**config.mk**
```make
export PLATFORM = sky130hd
export DESIGN_NAME = serial_adder
export DESIGN_NICKNAME = d
export VERILOG_FILES = /design/src/rtl/serial_adder.sv
export SDC_FILE = /design/constraint.sdc
export NUM_CORES = 1
export LEC_CHECK = 0
export ABC_AREA = 1
export CORE_ASPECT_RATIO = 1.2
export CORE_MARGIN = 2
export CORE_UTILIZATION = 40
export CTS_CLUSTER_DIAMETER = 200
export CTS_CLUSTER_SIZE = 10
export DETAILED_ROUTE_END_ITERATION = 12
export GPL_TIMING_DRIVEN = 1
export PLACE_DENSITY = 0.59
export SYNTH_ARGS = -nofsm -noshare
export SYNTH_HDL_FRONTEND = slang
export SYNTH_SLANG_ARGS = --single-unit
```
**constraint.sdc**
```tcl
create_clock -name clk -period 1.51 [get_ports clk]
set_input_delay 0.2265 -clock clk [delete_from_list [all_inputs] [get_ports clk]]
set_output_delay 0.2265 -clock clk [all_outputs]
set_load 0.02 [all_outputs]
```
**src/rtl/serial_adder.sv**
```systemverilog
// ============================================================================
// Module      : serial_adder
// Description : Bit-serial adder, one full-adder cell, LSB first, with a
//               start/busy/done handshake and Cout/OverFlow/ZeroFlag flags.
// Revision    : 1.0 - initial release
// ============================================================================
`default_nettype none

module serial_adder #(
    parameter int WIDTH = 8
) (
    input  logic             clk,
    input  logic             rst_n,
    input  logic             start,
    input  logic [WIDTH-1:0] A,
    input  logic [WIDTH-1:0] B,
    output logic             busy,
    output logic             done,
    output logic [WIDTH-1:0] result,
    output logic             Cout,
    output logic             OverFlow,
    output logic             ZeroFlag
);

    localparam int CW = (WIDTH > 2) ? $clog2(WIDTH) : 1;
    localparam logic [CW-1:0] C_LAST = CW'(WIDTH - 1);
    localparam logic [CW-1:0] C_ONE  = CW'(1);

    typedef enum logic [1:0] {
        ST_IDLE = 2'd0,
        ST_BUSY = 2'd1,
        ST_DONE = 2'd2
    } state_t;

    state_t           r_state;
    logic [WIDTH-1:0] r_sa;
    logic [WIDTH-1:0] r_sb;
    logic [WIDTH-1:1] r_ss;
    logic             r_c;
    logic [CW-1:0]    r_cnt;

    logic             w_s;
    logic             w_cout;
    logic [WIDTH-1:0] w_sum_next;

    // The single full-adder cell; r_c at the last bit is the carry into the MSB.
    assign w_s        = r_sa[0] ^ r_sb[0] ^ r_c;
    assign w_cout     = (r_sa[0] & r_sb[0]) | (r_sa[0] & r_c) | (r_sb[0] & r_c);
    assign w_sum_next = {w_s, r_ss};

    always_ff @(posedge clk or negedge rst_n) begin
        if (!rst_n) begin
            r_state  <= ST_IDLE;
            r_sa     <= '0;
            r_sb     <= '0;
            r_ss     <= '0;
            r_c      <= 1'b0;
            r_cnt    <= '0;
            busy     <= 1'b0;
            done     <= 1'b0;
            result   <= '0;
            Cout     <= 1'b0;
            OverFlow <= 1'b0;
            ZeroFlag <= 1'b0;
        end else begin
            case (r_state)
                ST_IDLE, ST_DONE: begin
                    done <= 1'b0;
                    if (start) begin
                        r_sa    <= A;
                        r_sb    <= B;
                        r_ss    <= '0;
                        r_c     <= 1'b0;
                        r_cnt   <= '0;
                        busy    <= 1'b1;
                        r_state <= ST_BUSY;
                    end else begin
                        busy    <= 1'b0;
                        r_state <= ST_IDLE;
                    end
                end
                ST_BUSY: begin
                    r_ss <= w_sum_next[WIDTH-1:1];
                    r_sa <= {1'b0, r_sa[WIDTH-1:1]};
                    r_sb <= {1'b0, r_sb[WIDTH-1:1]};
                    r_c  <= w_cout;
                    if (r_cnt == C_LAST) begin
                        result   <= w_sum_next;
                        Cout     <= w_cout;
                        OverFlow <= r_c ^ w_cout;
                        ZeroFlag <= (w_sum_next == '0);
                        busy     <= 1'b0;
                        done     <= 1'b1;
                        r_state  <= ST_DONE;
                    end else begin
                        r_cnt <= r_cnt + C_ONE;
                    end
                end
                default: begin
                    busy    <= 1'b0;
                    done    <= 1'b0;
                    r_state <= ST_IDLE;
                end
            endcase
        end
    end

endmodule

`default_nettype wire

```
==> metrics.txt <==
Remaining DRCs 0; CP Cell Sequence clkdlybuf4s50_1; CP endpoint kind output pin; Critical Path RT 1.28 ns; main area contributors after synthesis dfrtp_1, nand2_1, inv_1, nand3_1, o22ai_1; Initial Util 0.413; average routed wire per standard cell ~11 um; Placed Area between 2000 and 2500 um^2; # clock sinks 40; Max Fclk ~0.68 GHz; # fillers 444; synth-to-layout area growth 24.3%; Final Critical Period about 1.5 ns; RSZ-0062 raised after global routing no; Vias/cell roughly 4.5; Seq/Total Area, Yosys 0.527; hpwl dp around 2.4 mm; Setup CP Type reg -> out; CORE AREA approximately 4600 um^2; iteration count of the initial detailed-routing pass 4; area taken by flip-flops and latches between 1000 and 1500 um^2; synthesized area per cell 8.48 um^2; HP Class in -> async; vias in the first global route about 1,300; drt total wl 3.41 mm; Top delay family on crit path buffers and inverters; DP Worst Slack approximately 0.087 ns; Longest Clk Path Bufs 2; Syn Nets roughly 250; Final ANT Viol Nets 0; synthesized flop and latch total 40; period utilisation layout 0.971; slowest stage delay, CP approximately 0.60 ns; Slew HR 0.674; first-pass GRT wire length around 5.8 mm; largest net degree at the start of global routing 22; DR iter-0 viols 92; CP arrival 1.24 ns; CTS root buf clkbuf_8; Die Y roughly 80 um; worst-skew pair later-pin latency between 0.2 and 0.3 ns; Yosys cell types 20; setup TNS 0 ns; row count 27; CTS tree built; H-tree depth 2; Slowest-stage cell, CP clkdlybuf4s50_1; die width 66.9 um; share of layout cells above drive strength 1 0.0965; fin. max-slew vios 0; Post-CTS Setup Inserts 0; Post-Syn Area between 1500 and 2000 um^2; antenna diode count 0; Final WS setup 0.0441 ns; Die Footprint between 5000 and 6000 um^2; number of I/O port buffers 31; RePlAce Congestion around 0.80; Ports 32; hold violation count in the final report 0; cts bufs inserted 5; max_cap viols 0; YS warnings 0; Pwr Density between 2000 and 2500 nW/um^2; # setup viols final 0; Final Skew approximately 0.0038 ns; vias 1,433; type of origin of the critical path flip-flop; outcome completed; nets 280; Synth top area share 0.527; Max rail drop VDD between 0.8 and 0.9 mV; Worst-Margin Slew around 0.49 ns; CP max FO 2; grt total ovfl 0; total power ~4.9 mW; CTS clk-pin slew, worst paths ~0.07 ns; Worst Path Buf+Inv 1; Syn Inst Count approximately 220; leak pwr between 1 and 1.5 nW; footprint of the multi-input gates between 600 and 700 um^2; Finished Core Util 0.514; gr usage total 0.148; initial antenna violation count 0; fin area between 2000 and 2500 um^2; Synth area leader dfrtp_1
[where the power goes]
group / internal (mW) / leakage [nW] / switching, mW
clock network: 0.364 / 0.0510 / 0.360
logic: 0.958 / 0.788 / 1.44
registers: 1.58 / 0.497 / 0.234
[worst paths after layout]
check	start	endpoint	slack (ns)	cells after the start
setup reg to reg	r_sa[0]	ZeroFlag	0.12	6
setup / recovery	ZeroFlag	ZeroFlag	0.04	1
max in group asynchronous	rst_n	r_sb[6]	0.60	3
min in group clk	result[3]	result[3]	0.48	2
hold / removal	rst_n	Cout	0.43	2
hold reg to reg	result[3]	result[3]	0.48	2
[what timing repair did]
item / CTS / global route
hold buffers: 1 / 0
gates resized for setup: 1 / 7
setup endpoints to repair: 1 / 7
endpoints found under the hold margin: 19 / 0
gates cloned: 0 / 0
[metrics by stage]
| stage | cells | hold WS [ns] |
|---|---|---|
| 5_1_grt | 317 | 0.472 |
| 3_3_place_gp | 308 | 0.216 |
| 4_1_cts | 317 | 0.434 |
| 3_5_place_dp | 308 | 0.213 |
| 2_1_floorplan | 224 | -0.0691 |
| 6_report | 317 | 0.429 |
[flip-flops by register name, summed over array words and instances (netlist names), 3 cells and up]
signal	cells
r_sa	8
r_sb	8
result	8
r_ss	7
r_cnt	3
[routing by layer]
metal  global-route usage  part of all wire
met5                    0                 0
met4               0.0633             0.018
met3               0.0437             0.047
met2                0.241              0.47
met1                0.179              0.46
[cells by family (layout without fill, tap and decap cells)]
family	after synthesis	count (layout)	synth area share
xor gates and xnor gates	1	1	0.00461
adders and majority gates	3	3	0.0237
and+or+nand+nor	107	107	0.242
buffers and inverters	53	88	0.135
AOI/OAI and AO/OA	20	20	0.0679
DFF	40	40	0.527
[cell type report]
class / count / share of cell area
clock buffer: 6 / 0.0350
clock inverter: 2 / 0.00424
inverter: 45 / 0.0737
multi-input combinational: 131 / 0.272
sequential: 40 / 0.424
tap: 58 / 0.0307
timing repair buffer: 35 / 0.161
[cell usage after synthesis, drive strengths merged]
master	number
xor2	1
nand3	20
fa	1
nor2	3
dfrtp	40
nand2	84
o22ai	8
o21ai	12
buf	8
inv	45
ha	2
[placed cells by master, fill, tap and decap left out]
cell and instances:
nor2_1 3, dlymetal6s2s_1 7, nand3_1 20, o22ai_1 8, clkbuf_8 6, inv_4 2, inv_2 1, o21ai_2 5
nand2_2 1, fa_1 1, o21ai_0 2, xor2_1 1, o21ai_1 5, dlygate4sd3_1 1, inv_1 42, dfrtp_1 40
buf_12 2, buf_2 1, clkdlybuf4s50_1 22, nand2_1 79, buf_4 1, clkinv_2 2, dlygate4sd2_1 1, nand2_4 4
ha_1 2
No activity file was read; power rests on OpenSTA's default activity.
